**config.mk**
```make
export PLATFORM = sky130hd
export DESIGN_NAME = cond_flags_unit
export DESIGN_NICKNAME = d
export VERILOG_FILES = /design/src/rtl/cond_pkg.sv /design/src/rtl/cond_eval.sv /design/src/rtl/cond_flags_unit.sv
export SDC_FILE = /design/constraint.sdc
export NUM_CORES = 1
export LEC_CHECK = 0
export ABC_CLOCK_PERIOD_IN_PS = 3900
export CAP_MARGIN = 20
export CELL_PAD_IN_SITES_DETAIL_PLACEMENT = 1
export CELL_PAD_IN_SITES_GLOBAL_PLACEMENT = 2
export CORE_UTILIZATION = 24
export CTS_CLUSTER_SIZE = 28
export DETAILED_ROUTE_END_ITERATION = 6
export PLACE_DENSITY = 0.91
export SLEW_MARGIN = 0
export SYNTH_ARGS = -nofsm -noshare
export SYNTH_HDL_FRONTEND = slang
export SYNTH_HIERARCHICAL = 1
export SYNTH_SLANG_ARGS = --single-unit
```
**constraint.sdc**
```tcl
create_clock -name clk -period 3.9 [get_ports clk]
set_input_delay 0.39 -clock clk [delete_from_list [all_inputs] [get_ports clk]]
set_output_delay 0.39 -clock clk [all_outputs]
set_load 0.02 [all_outputs]
```
**src/rtl/cond_pkg.sv**
```systemverilog
// rtl/cond_pkg.sv - shared types and flag indices for the condition/flags unit
package cond_pkg;

  typedef enum logic [3:0] {
    EQ, NE, CS, CC, MI, PL, VS, VC, HI, LS, GE, LT, GT, LE, AL, NV
  } cond_e;

  typedef enum logic [1:0] {B, BCOND, CBZ, CBNZ} br_kind_e;

  typedef enum logic {IDLE, WAIT} state_e;

  localparam int FLAG_N = 3;
  localparam int FLAG_Z = 2;
  localparam int FLAG_C = 1;
  localparam int FLAG_V = 0;

endpackage

```
**src/rtl/cond_eval.sv**
```systemverilog
// rtl/cond_eval.sv - combinational ARM condition-code check against an NZCV value
module cond_eval
  import cond_pkg::*;
(
  input  logic [3:0] i_cond,
  input  logic [3:0] i_nzcv,
  output logic       o_pass
);

  logic w_n, w_z, w_c, w_v;

  assign w_n = i_nzcv[FLAG_N];
  assign w_z = i_nzcv[FLAG_Z];
  assign w_c = i_nzcv[FLAG_C];
  assign w_v = i_nzcv[FLAG_V];

  always_comb begin
    o_pass = 1'b1;
    case (cond_e'(i_cond))
      EQ:      o_pass = w_z;
      NE:      o_pass = !w_z;
      CS:      o_pass = w_c;
      CC:      o_pass = !w_c;
      MI:      o_pass = w_n;
      PL:      o_pass = !w_n;
      VS:      o_pass = w_v;
      VC:      o_pass = !w_v;
      HI:      o_pass = w_c & !w_z;
      LS:      o_pass = !w_c | w_z;
      GE:      o_pass = (w_n == w_v);
      LT:      o_pass = (w_n != w_v);
      GT:      o_pass = !w_z & (w_n == w_v);
      LE:      o_pass = w_z | (w_n != w_v);
      default: o_pass = 1'b1;
    endcase
  end

endmodule

```
**src/rtl/cond_flags_unit.sv**
```systemverilog
// rtl/cond_flags_unit.sv - NZCV flag register and branch resolver with flag bypass/stall
module cond_flags_unit
  import cond_pkg::*;
#(
  parameter int NFLAGS = 4,
  parameter int CONDW  = 4
) (
  input  logic              clk,
  input  logic              rst_n,
  input  logic              i_alu_valid,
  input  logic              i_alu_set_flags,
  input  logic              i_alu_negative,
  input  logic              i_alu_zero,
  input  logic              i_alu_carry_out,
  input  logic              i_alu_overflow,
  input  logic              i_ex_flag_pending,
  input  logic              i_br_valid,
  input  logic [1:0]        i_br_kind,
  input  logic [CONDW-1:0]  i_br_cond,
  input  logic              i_br_rt_zero,
  input  logic              i_flush,
  output logic [NFLAGS-1:0] o_flags_q,
  output logic              o_br_resolved,
  output logic              o_br_taken,
  output logic              o_br_stall
);

  logic [NFLAGS-1:0] r_flags;
  state_e            r_state;
  logic              r_br_resolved;
  logic              r_br_taken;

  logic [NFLAGS-1:0] w_alu_nzcv;
  logic [NFLAGS-1:0] w_eff;
  logic              w_alu_fw;
  logic              w_pass;
  logic              w_outcome;
  logic              w_is_bcond;
  logic              w_br_go;
  logic              w_idle_resolve;
  logic              w_to_wait;
  logic              w_wait_resolve;
  logic              w_resolve;

  assign w_alu_nzcv = {i_alu_negative, i_alu_zero, i_alu_carry_out, i_alu_overflow};
  assign w_alu_fw   = i_alu_valid & i_alu_set_flags;
  assign w_eff      = w_alu_fw ? w_alu_nzcv : r_flags;

  cond_eval u_cond_eval (
    .i_cond (i_br_cond),
    .i_nzcv (w_eff),
    .o_pass (w_pass)
  );

  always_comb begin
    w_outcome = 1'b0;
    case (br_kind_e'(i_br_kind))
      B:       w_outcome = 1'b1;
      BCOND:   w_outcome = w_pass;
      CBZ:     w_outcome = i_br_rt_zero;
      CBNZ:    w_outcome = !i_br_rt_zero;
      default: w_outcome = 1'b0;
    endcase
  end

  // Only B.cond depends on flags, so only it can be held waiting for a pending flag write.
  assign w_is_bcond     = (br_kind_e'(i_br_kind) == BCOND);
  assign w_br_go        = i_br_valid & !i_flush;
  assign w_idle_resolve = (r_state == IDLE) & w_br_go &
                          (!w_is_bcond | !i_ex_flag_pending | w_alu_fw);
  assign w_to_wait      = (r_state == IDLE) & w_br_go & w_is_bcond &
                          i_ex_flag_pending & !w_alu_fw;
  assign w_wait_resolve = (r_state == WAIT) & w_alu_fw & !i_flush;
  assign w_resolve      = w_idle_resolve | w_wait_resolve;

  always_ff @(posedge clk or negedge rst_n) begin
    if (!rst_n) begin
      r_flags       <= '0;
      r_state       <= IDLE;
      r_br_resolved <= 1'b0;
      r_br_taken    <= 1'b0;
    end else begin
      if (w_alu_fw && !i_flush) begin
        r_flags <= w_alu_nzcv;
      end
      case (r_state)
        IDLE:    if (w_to_wait) r_state <= WAIT;
        WAIT:    if (w_wait_resolve || i_flush) r_state <= IDLE;
        default: r_state <= IDLE;
      endcase
      r_br_resolved <= w_resolve;
      r_br_taken    <= w_resolve & w_outcome;
    end
  end

  assign o_flags_q     = r_flags;
  assign o_br_resolved = r_br_resolved;
  assign o_br_taken    = r_br_taken;
  // Reset also masks the combinational stall so a held branch cannot stall during reset.
  assign o_br_stall    = rst_n & (w_to_wait | ((r_state == WAIT) & !w_wait_resolve));

endmodule

```
=== Word level (Yosys, flattened, before mapping) ===
Cells that the tools add are included.

* Register bits: 7
* Bits of input ports: 18

* Equality and inequality tests: 18
* Muxes and demuxes: 6
* Bitwise operators: 21
* Reduce and logical (&&, ||, !) cells: 14

{| class="wikitable"
|+ Operator list
! kind !! number
|-
| 4-bit equality test (second input constant) || 6
|-
| 4-bit by 3-bit equality test with 1-bit output (second input constant) || 4
|-
| 1-bit bitwise AND || 14
|-
| 1-bit one-hot mux with 14 select lines || 1
|-
| 1-bit zero test || 10
|-
| 4-bit by 2-bit equality test with 1-bit output (second input constant) || 2
|-
| 1-bit OR || 6
|-
| 2-bit equality test (second input constant) || 2
|-
| 4-bit by 1-bit equality test with 1-bit output (second input constant) || 1
|-
| 4-bit zero test || 1
|-
| 4-bit 2-to-1 mux || 1
|-
| 1-bit one-hot mux with 4 select lines || 1
|-
| 2-bit by 1-bit equality test with 1-bit output (second input constant) || 1
|-
| 2-bit zero test || 1
|-
| 1-bit 2-to-1 mux || 2
|-
| 1-bit one-hot mux with 2 select lines || 1
|-
| 1-bit equality test || 1
|-
| 1-bit logical AND || 1
|-
| 1-bit logical OR || 1
|-
| 1-bit inequality test || 1
|-
| 1-bit NOT || 1
|}

=== Depth between registers and ports, before layout ===
Gate-level depths: netlist of run 1.

* Word-level depth: 8
* Gate-level depth with buffers: 9

=== Hierarchy ===
The synthesis of run 1 kept the hierarchy.

{| class="wikitable"
|+ Modules (own cells, without submodules)
! module !! instances !! cells an instance !! area an instance (µm²)
|-
| cond_flags_unit || 1 || 30 || 367.9
|-
| cond_eval || 1 || 23 || 165.2
|}

=== Least setup slack after synthesis of run 1 ===
Ideal clock, no wire load.

* Path kind: input -> register
* From: input i_alu_valid
* To: register r_br_taken (netlist: o_br_taken)
* Data arrival time: 1.993 ns
* Required time: 3.775 ns
* Slack: 1.782 ns
* Cell stages on the path: 9
* Path buffers: 0
* Path through: nand2_1 mux2_2 xnor2_1 a22oi_2 xnor2_1 a211o_1 nor3b_1 a21oi_1 nor4b_2

* Word-level cells in the longest chain between the ends: 7
* Elaborated cells between the ends (all ways): 20
* Classes of those cells: 2 x eq/ne; 3 x mux; 11 x bitwise; 4 x reduce/logical

{| class="wikitable"
|+ RTL lines
! element !! RTL line !! RTL
|-
| start, declared || cond_flags_unit.sv:10 || <nowiki>input logic i_alu_valid,</nowiki>
|-
| 1-bit bitwise AND * || cond_flags_unit.sv:46 || <nowiki>assign w_alu_fw = i_alu_valid & i_alu_set_flags;</nowiki>
|-
| 4-bit 2-to-1 mux * || cond_flags_unit.sv:47 || <nowiki>assign w_eff = w_alu_fw ? w_alu_nzcv : r_flags;</nowiki>
|-
| net w_eff[3] || cond_flags_unit.sv:34 || <nowiki>logic [NFLAGS-1:0] w_eff;</nowiki>
|-
| 1-bit inequality test or 1-bit equality test (tied branches) || -- ||
|-
| 1-bit OR or 1-bit bitwise AND (tied branches) || cond_eval.sv:33, cond_eval.sv:32 ||
|-
| 1-bit one-hot mux with 14 select lines * || cond_eval.sv:19 || <nowiki>case (cond_e'(i_cond))</nowiki>
|-
| net w_pass || cond_flags_unit.sv:36 || <nowiki>logic w_pass;</nowiki>
|-
| 1-bit one-hot mux with 4 select lines * || cond_flags_unit.sv:57 || <nowiki>case (br_kind_e'(i_br_kind))</nowiki>
|-
| 1-bit bitwise AND * || cond_flags_unit.sv:92 || <nowiki>r_br_taken <= w_resolve & w_outcome;</nowiki>
|-
| end signal, assigned || cond_flags_unit.sv:92 ||
|-
| end, declared || cond_flags_unit.sv:31 || <nowiki>logic r_br_taken;</nowiki>
|}

The timed path passes the listed nets; every way through them passes the cells marked *.
A chain may end at the register's enable or synchronous reset.

=== Worst setup path in the final report of run 1 ===
Same ends and word-level chain as after synthesis.

==> results.sh, run 1 <==
export IMPL_outcome="completed"
export IMPL_cts_tree="done"
export IMPL_postCtsResizedCells=0
export IMPL_avgSynthCellArea_um2=10.1
export IMPL_critPathMaxFanout=6
export IMPL_rr_worst_depth=8
export IMPL_slowest_delay_ps=430
export IMPL_slowest_stage="mux2_2"
export IMPL_grt_max_degree=10
export IMPL_worstPathArrival_ps=2600
export IMPL_drive_gt1_frac=0.188
export IMPL_io_buffers=24
export IMPL_first_pass_iters=2
export IMPL_ys_seq_elements=7
export IMPL_fp_dieH_um=49.1
export IMPL_fill_cells=238
export IMPL_clk_latency_ps=260
export IMPL_drv_slew=0
export IMPL_grt_pass1_wl_um=2280
export IMPL_hold_buffers=0
export IMPL_fp_coreArea_um2=2020
export IMPL_rows=16
export IMPL_final_util=0.410
export IMPL_dp_hpwl_um=1060
export IMPL_synth_cell_types=25
export IMPL_htreeDepth=1
export IMPL_min_path_type="in2async"
export IMPL_fin_nets=99
export IMPL_floorplan_initialDensity=0.264
export IMPL_regArea_um2=175
export IMPL_postSynthCellCount=53
export IMPL_setup_viol=0
export IMPL_worstMarginPinSlew_ps=417
export IMPL_hold_viol=0
export IMPL_cts_sinks=7
export IMPL_first_iter_violations=4
export IMPL_cts_buffers=3
export IMPL_cts_clk_slew_worst_paths_ps=60
export IMPL_place_inst=103
export IMPL_clockBufferDepth=2
export IMPL_post_route_period_util=0.633
export IMPL_critPathTopFamily="compound AO/OA/AOI/OAI gates"
export IMPL_worst_path_most_repeated_cell="a21oi_1"
export IMPL_pin_count=25
export IMPL_fmax_ghz=0.405
export IMPL_max_cap_viol_count=0
export IMPL_diodes=0
export IMPL_netlist_area_um2=533
export IMPL_syn_nets=71
export IMPL_leakage_nw=0.320
export IMPL_p_per_area_nw_per_um2=328
export IMPL_grt_pass1_vias=518
export IMPL_yosysSeqAreaShare=0.329
export IMPL_vdd_drop_max_uv=225
export IMPL_power_total_mw=0.272
export IMPL_slew_headroom=0.721
export IMPL_crit_chain="clkdlybuf4s50_1 -> nand2_1 -> mux2_2 -> a21o_2 -> a21oi_1 -> o32ai_1 -> a211o_1 -> nor3b_1 -> a21oi_1 -> nor4b_2"
export IMPL_cp_depth=10
export IMPL_post_cts_buffers=0
export IMPL_cp_required_ps=4040
export IMPL_synth_warnings=6
export IMPL_vias=516
export IMPL_fin_cells=107
export IMPL_die_w_um=49.1
export IMPL_grt_overflow_total=0
export IMPL_die_area_um2=2410
export IMPL_via_per_inst=4.82
export IMPL_root_buffer="clkbuf_4"
export IMPL_cp_num_buf_inv=1
export IMPL_grt_antenna_before_repair=0
export IMPL_rsz0062_at_grt="no"
export IMPL_post_route_min_period_ps=2470
export IMPL_grt_total_usage=0.122
export IMPL_gp_congestion=0.727
export IMPL_fin_worst_skew_ps=11.1
export IMPL_routed_wl_um=1350
export IMPL_critPathKind="in2reg"
export IMPL_end_kind="register"
export IMPL_multi_input_area_um2=345
export IMPL_area_growth_syn_to_layout_pct=55.4
export IMPL_wl_per_cell_um=12.6
export IMPL_drtAntennaViolNets=0
export IMPL_drcViolationCount=0
export IMPL_final_setup_tns_ps=0
export IMPL_startpoint_type="input pin"
-- power by group --
group / leakage [nW] / switching, mW / internal (mW)
clock network: 0.0150 / 0.0280 / 0.0391
logic: 0.218 / 0.0507 / 0.0655
registers: 0.0875 / 0.00629 / 0.0823
total: 0.320 / 0.0849 / 0.187
-- Yosys cell counts --
cell | number | share of area
a21o_2 | 1 | 0.016
nor2_4 | 1 | 0.021
a22oi_2 | 1 | 0.023
and3b_1 | 2 | 0.033
a21oi_1 | 4 | 0.038
nand2_1 | 3 | 0.021
buf_2 | 1 | 0.0094
o22ai_1 | 1 | 0.012
nand2b_1 | 1 | 0.012
nor3b_1 | 3 | 0.042
dfrtp_1 | 7 | 0.33
o21ai_0 | 1 | 0.0094
mux2_2 | 8 | 0.17
a31oi_1 | 1 | 0.012
xnor2_1 | 5 | 0.082
nor2b_1 | 2 | 0.023
a211o_1 | 1 | 0.016
a211oi_1 | 1 | 0.014
mux2i_1 | 1 | 0.019
nor2_1 | 1 | 0.0070
inv_1 | 2 | 0.014
o21a_1 | 1 | 0.014
o32ai_1 | 1 | 0.016
nor3_1 | 2 | 0.019
nor4b_2 | 1 | 0.028
-- metal layers --
| metal | wire length, um | global-route usage | share of wire |
|---|---|---|---|
| met3 | 67 | 0.0498 | 0.050 |
| met1 | 602 | 0.159 | 0.45 |
| met4 | 12 | 0.0392 | 0.0089 |
| met5 | 0 | 0 | 0 |
| met2 | 665 | 0.183 | 0.49 |
-- flip-flops by register name, indices dropped and copies added, names as in the netlist --
name	count
o_flags_q	4
r_state	1
o_br_taken	1
o_br_resolved	1
-- cells by family (layout without fill, tap and decap cells) --
kind of cell / after synthesis / in the layout / share of synthesized area
compound gates: 13 / 13 / 0.171
flops: 7 / 7 / 0.329
mux: 9 / 9 / 0.188
buf+inv: 3 / 30 / 0.0235
simple gates: 16 / 16 / 0.207
xor+xnor: 5 / 5 / 0.0822
-- stage by stage --
| step | instance area (um^2) | setup slack [ps] | hold slack, ps |
|---|---|---|---|
| global placement | 802 | 1180 | 511 |
| detailed placement | 802 | 1140 | 521 |
| global route | 828 | 1270 | 430 |
| floorplan | 533 | 1780 | 94.4 |
| finish | 828 | 1430 | 432 |
| CTS | 828 | 1400 | 425 |
-- path summary, 6_finish.rpt --
| kind | slack, ps | to | start |
|---|---|---|---|
| worst max register to register | 1970 | o_br_taken$_DFF_PN0_ | o_flags_q[3]$_DFFE_PN0P_ |
| worst min-delay path | 430 | o_br_resolved$_DFF_PN0_ | rst_n |
| min in group clk | 530 | o_flags_q[1]$_DFFE_PN0P_ | o_flags_q[1]$_DFFE_PN0P_ |
| max in group asynchronous | 3160 | o_flags_q[3]$_DFFE_PN0P_ | rst_n |
| worst max-delay path | 1430 | o_br_taken$_DFF_PN0_ | i_alu_valid |
| worst min register to register | 530 | o_flags_q[1]$_DFFE_PN0P_ | o_flags_q[1]$_DFFE_PN0P_ |
-- area by class of cell --
class | instances | area share
inverters | 2 | 0.00906
clock buffers | 4 | 0.0317
well taps | 27 | 0.0408
repair buffers | 24 | 0.290
flip-flops and latches | 7 | 0.211
multi-input cells | 43 | 0.417
-- worst reg2reg max path: stages, from the launching register on --
cell and delay, ps:
dfrtp_1 390, mux2_2 320, a21o_2 220, a21oi_1 170, o32ai_1 110, a211o_1 240, nor3b_1 170, a21oi_1 50
nor4b_2 150
-- cell usage in the layout (no fill, tap or decap), types with 2 or more instances in the layout --
cell,count
clkbuf_4,3
nor3b_1,3
xnor2_1,5
nand2_1,3
dfrtp_1,7
and3b_1,2
nor2b_1,2
inv_1,2
a21oi_1,4
mux2_2,8
clkdlybuf4s50_1,24
nor3_1,2
No activity file was read; power rests on OpenSTA's default activity.
==> run 2: changes to the inputs <==
Settings changed: ABC_CLOCK_PERIOD_IN_PS 3900 to 2000, CORE_ASPECT_RATIO from default to 2, CORE_UTILIZATION 24 to 20, PLACE_DENSITY 0.91 to 0.82.
Clock period 3.9 ns to 2 ns, I/O delays scaled along.
==> results.sh, run 2 (synthesis gave the netlist of run 1 again) <==
export IMPL_outcome="completed"
export IMPL_leakage_nw=0.422
export IMPL_post_route_period_util=0.943
export IMPL_max_cap_viol_count=0
export IMPL_fin_cells=119
export IMPL_design_area_um2=983
export IMPL_slowest_stage="clkdlybuf4s50_1"
export IMPL_rsz0062_at_grt="no"
export IMPL_drive_gt1_frac=0.363
export IMPL_clk_latency_ps=230
export IMPL_floorplan_initialDensity=0.210
export IMPL_worstMarginPinSlew_ps=246
export IMPL_critPathKind="in2reg"
export IMPL_grt_antenna_before_repair=0
export IMPL_end_kind="register"
export IMPL_cts_buffers=3
export IMPL_wl_per_cell_um=13.0
export IMPL_fmax_ghz=0.530
export IMPL_post_route_min_period_ps=1890
export IMPL_rows=26
export IMPL_die_area_um2=2890
export IMPL_fin_nets=110
export IMPL_post_cts_buffers=0
export IMPL_startpoint_type="input pin"
export IMPL_grt_pass1_wl_um=2550
export IMPL_final_common_cell="clkdlybuf4s50_1"
export IMPL_hold_viol=0
export IMPL_final_cell_mix="21 x clkdlybuf4s50_1, 11 x buf_4, 7 x dfrtp_1"
export IMPL_fp_dieH_um=75.0
export IMPL_fp_coreArea_um2=2540
export IMPL_diodes=0
export IMPL_root_buffer="clkbuf_8"
export IMPL_pin_count=25
export IMPL_cts_sinks=7
export IMPL_critPathMaxFanout=3
export IMPL_drtAntennaViolNets=0
export IMPL_hold_buffers=0
export IMPL_slew_headroom=0.835
export IMPL_p_per_area_nw_per_um2=664
export IMPL_first_iter_violations=0
export IMPL_grt_pass1_vias=626
export IMPL_place_ws_ps=-464
export IMPL_die_w_um=38.5
export IMPL_place_area_um2=886
export IMPL_largest_reg_flops=4
export IMPL_fin_worst_skew_ps=1.34
export IMPL_grt_max_degree=8
export IMPL_reg2reg_from="o_flags_q[2]$_DFFE_PN0P_"
export IMPL_drv_slew=0
export IMPL_worst_slack_ps=114
export IMPL_grt_overflow_total=0
export IMPL_final_setup_tns_ps=0
export IMPL_routed_wl_um=1550
export IMPL_io_buffers=24
export IMPL_vdd_drop_max_uv=638
export IMPL_clockBufferDepth=2
export IMPL_crit_chain="clkdlybuf4s50_1 -> mux2_4 -> and3b_1 -> a22oi_2 -> xnor2_1 -> a211o_1 -> nor3b_2 -> a21oi_1 -> nor4b_2"
export IMPL_critPathLaunch="i_alu_zero"
export IMPL_worstPathArrival_ps=1990
export IMPL_area_growth_syn_to_layout_pct=84.5
export IMPL_cts_clk_slew_worst_paths_ps=40
export IMPL_vias=561
export IMPL_cts_tree="done"
export IMPL_via_per_inst=4.71
export IMPL_cp_required_ps=2110
export IMPL_drcViolationCount=0
export IMPL_slowest_delay_ps=420
export IMPL_final_util=0.388
export IMPL_dp_hpwl_um=1280
export IMPL_first_pass_iters=1
export IMPL_place_inst=115
export IMPL_htreeDepth=1
export IMPL_setup_viol=0
export IMPL_whs_ps=270
export IMPL_min_path_type="in2async"
export IMPL_power_total_mw=0.653
export IMPL_grt_total_usage=0.128
export IMPL_gp_congestion=0.693
run 2: cell types whose count changed in the layout (fill, tap and decap cells not counted), moves of 3 or more:
cell,change
mux2_2,-4
mux2_4,+4
clkbuf_4,-3
clkbuf_8,+3
clkdlybuf4s50_1,-3
buf_4,+11
run 2: timing repair:
item                       in CTS  in global routing
setup endpoints to repair       2                  1
pin swaps                       4                  1
resized for setup              12                  4
gates cloned                    0                  0
run 2: path summary, 6_finish.rpt:
check,to,slack (ps),cells past startpoint
worst min-delay path,o_br_resolved$_DFF_PN0_,270,2
max in group asynchronous,o_flags_q[2]$_DFFE_PN0P_,1610,2
worst min register to register,o_flags_q[0]$_DFFE_PN0P_,540,1
min in group clk,r_state$_DFF_PN0_,340,2
worst max-delay path,o_br_taken$_DFF_PN0_,110,9
worst max register to register,o_br_taken$_DFF_PN0_,140,8
run 2: metal layers:
layer | wire length, um | track usage | up-vias | share of wire
met4 | 45 | 0.0805 | 0 | 0.029
met2 | 974 | 0.239 | 17 | 0.63
li1 | - | - | 271 | -
met3 | 79 | 0.0383 | 4 | 0.051
met5 | 0 | 0 | - | 0
met1 | 452 | 0.108 | 269 | 0.29
run 2: area by class of cell:
| cell class | instances | area, um^2 |
|---|---|---|
| Clock buffer | 4 | 45.0 |
| Fill cell | 277 | 1550 |
| Inverter | 2 | 7.51 |
| Multi-Input combinational cell | 43 | 400 |
| Sequential cell | 7 | 175 |
| Tap cell | 28 | 35.0 |
| Timing Repair Buffer | 35 | 320 |
run 2: critical path, delay by kind of cell:
family	cells	cell delay, ps
AND/OR/NAND/NOR	3	550
buffers and inverters	1	420
AO/OA/AOI/OAI	3	400
multiplexers	1	290
XOR/XNOR	1	130
run 2: where the power goes:
group	total, mW	internal (mW)	switching [mW]
sequential	0.174	0.161	0.0129
clock	0.199	0.138	0.0611
combinational	0.280	0.164	0.116
total	0.653	0.463	0.190
==> variant 1: new RTL, flow settings as in run 2 <==
Put one more register stage on the output `o_flags_q`, cleared by the reset. The value now appears one clock later. The other outputs are not delayed to match.
--- a/src/rtl/cond_flags_unit.sv
+++ b/src/rtl/cond_flags_unit.sv
@@ -93,7 +93,13 @@
     end
   end
 
-  assign o_flags_q     = r_flags;
+  always_ff @(posedge clk or negedge rst_n) begin
+    if (!rst_n) begin
+      o_flags_q <= '0;
+    end else begin
+      o_flags_q <= r_flags;
+    end
+  end
   assign o_br_resolved = r_br_resolved;
   assign o_br_taken    = r_br_taken;
   // Reset also masks the combinational stall so a held branch cannot stall during reset.
Behaviour: not the same (a bounded check fails within 4 cycles, from zero or initial values and one cycle with rst_n low).
==> variant 1 against run 2 <==
  * Wire length rose by 19%
  * Sequential power increased by 58%
  * Total power is 18% higher
  * Synthesized area grew 19%
  * First-iteration DRC count is 5 higher
  * Sequential cell count up 4
  * Register-to-register slack lost 0.06 ns
  * Critical path depth unchanged
  * Setup slack got worse by 0.044 ns
  * Clock power grew 10%
  * Design area increased by 9.2%
  * Sequential share of layout area is 7.8 points higher
  * Global-route usage is 1.1 points lower
  * Critical endpoint unchanged
  * Largest power group unchanged
  * Highest routed layer unchanged
==> variant 1: results (changes against run 2) <==
YS warnings 6 (unchanged); H-tree depth 1 (unchanged); Ant. Diodes 0 (unchanged); Max rail drop VDD 224.7 µV (was 638.4 µV); row cnt 28 (was 26); Leak 0.4691 nW (was 0.4220 nW); Main synth FF type dfrtp_1 (unchanged); headroom to the max-slew limit 0.8147 (was 0.8353); detailed placement HPWL 1495 µm (was 1283 µm); drt first-iter violations 5 (was 0); sequential cell area fraction in the yosys report 0.4348 (was 0.3286); largest net degree at the start of global routing 12 (was 8); outcome completed (unchanged); met3 usage 0.01758 (was 0.03835); first-pass iteration count of the detailed router 2 (was 1); Clock Latency Late Sink ~0.24 ns; grt peak-use layer met2 (unchanged); Post-synth top cells dfrtp_1 (11), mux2_2 (8), xnor2_1 (5), a21oi_1 (4) (was mux2_2 (8), dfrtp_1 (7), xnor2_1 (5), a21oi_1 (4)); # nets final 114 (was 110); met1 usage 0.09421 (was 0.1076); Inserted Clock Buffers 3 (unchanged); CP arrival 2.04 ns (was 1.99 ns); Largest regs o_flags_q: 4 flops, r_flags: 4 flops; share of async-settable or async-resettable flops after synthesis 1.000 (unchanged); share of cells above drive strength 1 0.3263 (was 0.3626); synth unique cells 25 (unchanged); HP Class primary input to async pin (unchanged); clock slew at reported path FFs around 0.050 ns; Syn Nets 75 (was 71); met2 usage 0.2422 (was 0.2389); clock root buffer clkbuf_8 (unchanged); clk_skew 0.003637 ns (was 0.001338 ns); GPL Wtd Cong 0.7622 (was 0.6934); DRT Wirelength 1853 µm (was 1552 µm); DP Area 988.4 µm² (was 885.9 µm²); vias after detailed routing 594 (was 561); Total GRT Usage 0.1168 (was 0.1280); crit path max fanout 3 (unchanged); Synth area leaders dfrtp_1 (43%), mux2_2 (14%), xnor2_1 (6.9%) (was dfrtp_1 (33%), mux2_2 (17%), xnor2_1 (8.2%)); first-pass GRT wire length 2980 µm (was 2546 µm); vias in the first global route 713 (was 626)
## variant 1: timing repair
| item | 4_1_cts | 5_1_grt |
|---|---|---|
| hold buffers | 0 | 0 |
| endpoints found under the setup margin | 2 | 1 |
| cloned | 0 | 0 |
| pin swaps | 1 | 1 |
| resized for setup | 12 | 1 |
## variant 1: logic make-up after synthesis
group           synth area share
simple gates              0.1739
compound gates            0.1443
flops                     0.4348
mux                       0.1581
xor+xnor                 0.06917
buf+inv                  0.01976
## variant 1: through the flow
step	total power, W	hold slack (ns)	TNS (ns)	setup WS (ns)	std cells
floorplan	0.0004032	-0.09559	0	0.07235	57
global placement	0.0005235	0.3771	-0.5568	-0.5063	121
detailed placement	0.0005354	0.3808	-0.5879	-0.5291	121
CTS	0.0007802	0.3144	0	0.07630	125
global route	0.0008136	0.3137	0	0.002456	125
finish	0.0007723	0.2975	0	0.06973	125
## variant 1: layout make-up
type	count	area [µm²]
Timing Repair Buffer	35	319.1
Clock buffer	4	45.04
Fill cell	350	1904
Inverter	2	7.507
Multi-Input combinational cell	43	389.1
Tap cell	30	37.54
Sequential cell	11	275.3
## variant 1: path summary, 6_finish.rpt
| path | cells after the start | to | start | slack, ns |
|---|---|---|---|---|
| worst max register to register | 8 | o_br_taken | r_flags[3] | 0.08 |
| max in group asynchronous | 2 | r_flags[2] | rst_n | 1.55 |
| worst max-delay path | 9 | o_br_taken | i_alu_negative | 0.07 |
| min in group clk | 2 | r_state | i_alu_valid | 0.36 |
| worst min register to register | 0 | o_flags_q[1] | r_flags[1] | 0.40 |
| worst min-delay path | 2 | o_flags_q[3] | rst_n | 0.30 |
## variant 1: report_power, final
group	leakage (nW)	switching [W]	total, W	internal [W]
Clock	0.0228	0.0000795	0.000219	0.000140
Combinational	0.311	0.000118	0.000278	0.000161
Sequential	0.135	0.0000178	0.000275	0.000257
## variant 1: routing by layer
metal	routed length, µm	vias to the layer above	share of wire
li1	-	282	-
met1	608	285	0.33
met2	1088	20	0.59
met3	89	7	0.048
met4	66	0	0.036
met5	0	-	0
## variant 1: critical path, stage by stage
cell             delay, ns
clkdlybuf4s50_1       0.43
mux2_4                0.31
a21o_2                0.22
a21oi_2               0.16
o32ai_1               0.11
a211o_1               0.25
nor3b_2               0.16
a21oi_1               0.05
nor4b_2               0.15
==> variant 2: new RTL, config.mk and constraints of run 2 <==
Without the edit above. Make the reset (`rst_n`) synchronous in one clocked block.
--- a/src/rtl/cond_flags_unit.sv
+++ b/src/rtl/cond_flags_unit.sv
@@ -73,7 +73,7 @@
   assign w_wait_resolve = (r_state == WAIT) & w_alu_fw & !i_flush;
   assign w_resolve      = w_idle_resolve | w_wait_resolve;
 
-  always_ff @(posedge clk or negedge rst_n) begin
+  always_ff @(posedge clk) begin
     if (!rst_n) begin
       r_flags       <= '0;
       r_state       <= IDLE;
Formal check against the unedited RTL: differs if rst_n is asserted again (counterexample within 4 cycles, from zero or initial values and one cycle with rst_n low); with rst_n held inactive, the same outputs for 10 cycles.
==> variant 2 against run 2 <==
  * Wire length up 6.3%
  * Synthesized area up 7.3%
  * Setup slack better by 0.088 ns
  * Register-to-register slack better by 0.18 ns
  * Sequential power down 15%
  * Sequential cell count unchanged
  * Global-route usage down 0.66 points
  * Design area up 0.89%
  * Highest routed layer unchanged
  * Synthesized cell count up 15%
  * Total power down 23%
  * Critical path depth unchanged
==> variant 2: results (changes against run 2) <==
pre-CTS setup slack -0.2779 ns (was -0.4642 ns); Max rail drop VDD 297.3 µV (was 638.4 µV); detailed placement HPWL 1283 µm (about the same); WHS 0.4500 ns (was 0.2705 ns); synth unique cells 28 (was 25); largest net degree at the start of global routing 10 (was 8); worst setup margin 0.2021 ns (was 0.1142 ns); fillcell total 323 (was 277); Clock Latency Late Sink 0.23 ns (about the same); WL/cell 12.99 µm (was 13.04 µm); Post-Syn Area per Cell 9.374 µm² (was 10.06 µm²); Synth area leaders dfxtp_1 (25%), mux2_4 (11%), mux2i_1 (8.8%) (was dfrtp_1 (33%), mux2_2 (17%), xnor2_1 (8.2%)); first-pass GRT wire length 2587 µm (was 2546 µm); final std cells w/o fill 127 (was 119); HP Class primary input to flip-flop (was primary input to async pin); clk_skew 0.0004947 ns (was 0.001338 ns); met2 usage 0.2115 (was 0.2389); Worst Tran Pin Value 0.3699 ns (was 0.2462 ns); CP arrival 1.91 ns (was 1.99 ns); outcome completed (unchanged); vias per cell 4.764 (was 4.714); Reg2Reg Setup Slack 0.32 ns (was 0.14 ns); DP Cell Count 123 (was 115); first-pass iteration count of the detailed router 2 (was 1); met3 usage 0.01714 (was 0.03835); vias in the first global route 601 (was 626); Syn Nets 79 (was 71); share of async-settable or async-resettable flops after synthesis 0 (was 1.000); share of cells above drive strength 1 0.2755 (was 0.3626)
==> variant 2: logic make-up after synthesis <==
family                 Yosys count  share of synthesized area
AO/OA/AOI/OAI                   14                     0.1794
XOR/XNOR                         5                    0.07658
buffers and inverters            4                    0.04157
flip-flops                       7                     0.2451
multiplexers                     9                     0.1926
AND/OR/NAND/NOR                 22                     0.2648
==> variant 2: repair_timing <==
action,CTS,global route
hold buffers,0,0
pin swaps,3,2
endpoints found under the hold margin,0,0
setup endpoints to repair,2,1
resized for setup,2,5
==> variant 2: routing by layer <==
layer	routed length, µm	up-vias
met3	63	2
met4	25	0
met2	965	17
met1	595	290
met5	0	-
li1	-	296
==> variant 2: path summary, 6_finish.rpt <==
path                      to  cells past startpoint
setup / recovery  o_br_taken                      9
hold / removal       r_state                      5
setup reg to reg  o_br_taken                      7
hold reg to reg      r_state                      2
==> variant 2: cell type report <==
type	count	area, µm²	share of cell area
Sequential cell	7	140.1	0.1412
Timing Repair Buffer	35	322.8	0.3253
Clock buffer	4	45.04	0.04540
Multi-Input combinational cell	50	440.4	0.4439
Tap cell	29	36.28	0.03657
Inverter	2	7.507	0.007566
==> variant 2: where the power goes <==
part / switching (W) / internal, W / total (W)
Sequential: 0.00000314 / 0.000145 / 0.000148
Combinational: 0.0000615 / 0.0000938 / 0.000155
Clock: 0.0000640 / 0.000138 / 0.000202
==> variant 2: critical path, cell delays in order <==
cell and delay [ns]:
dlygate4sd2_1 0.25, and2_4 0.19, mux2_4 0.32, a21o_2 0.22
a21oi_2 0.15, o32ai_2 0.09, a211o_1 0.29, o221ai_2 0.15
a21oi_1 0.05
==> variant 2: metrics by stage <==
stage / TNS, ns / util / cell area [µm²] / total power [W]
global route: 0 / 0.3626 / 992.2 / 0.0005344
CTS: 0 / 0.3498 / 957.2 / 0.0005078
global placement: -0.2382 / 0.3342 / 914.6 / 0.0002959
detailed placement: -0.2837 / 0.3342 / 914.6 / 0.0002984
finish: 0 / 0.3626 / 992.2 / 0.0005055
floorplan: 0 / - / 571.8 / 0.0002223
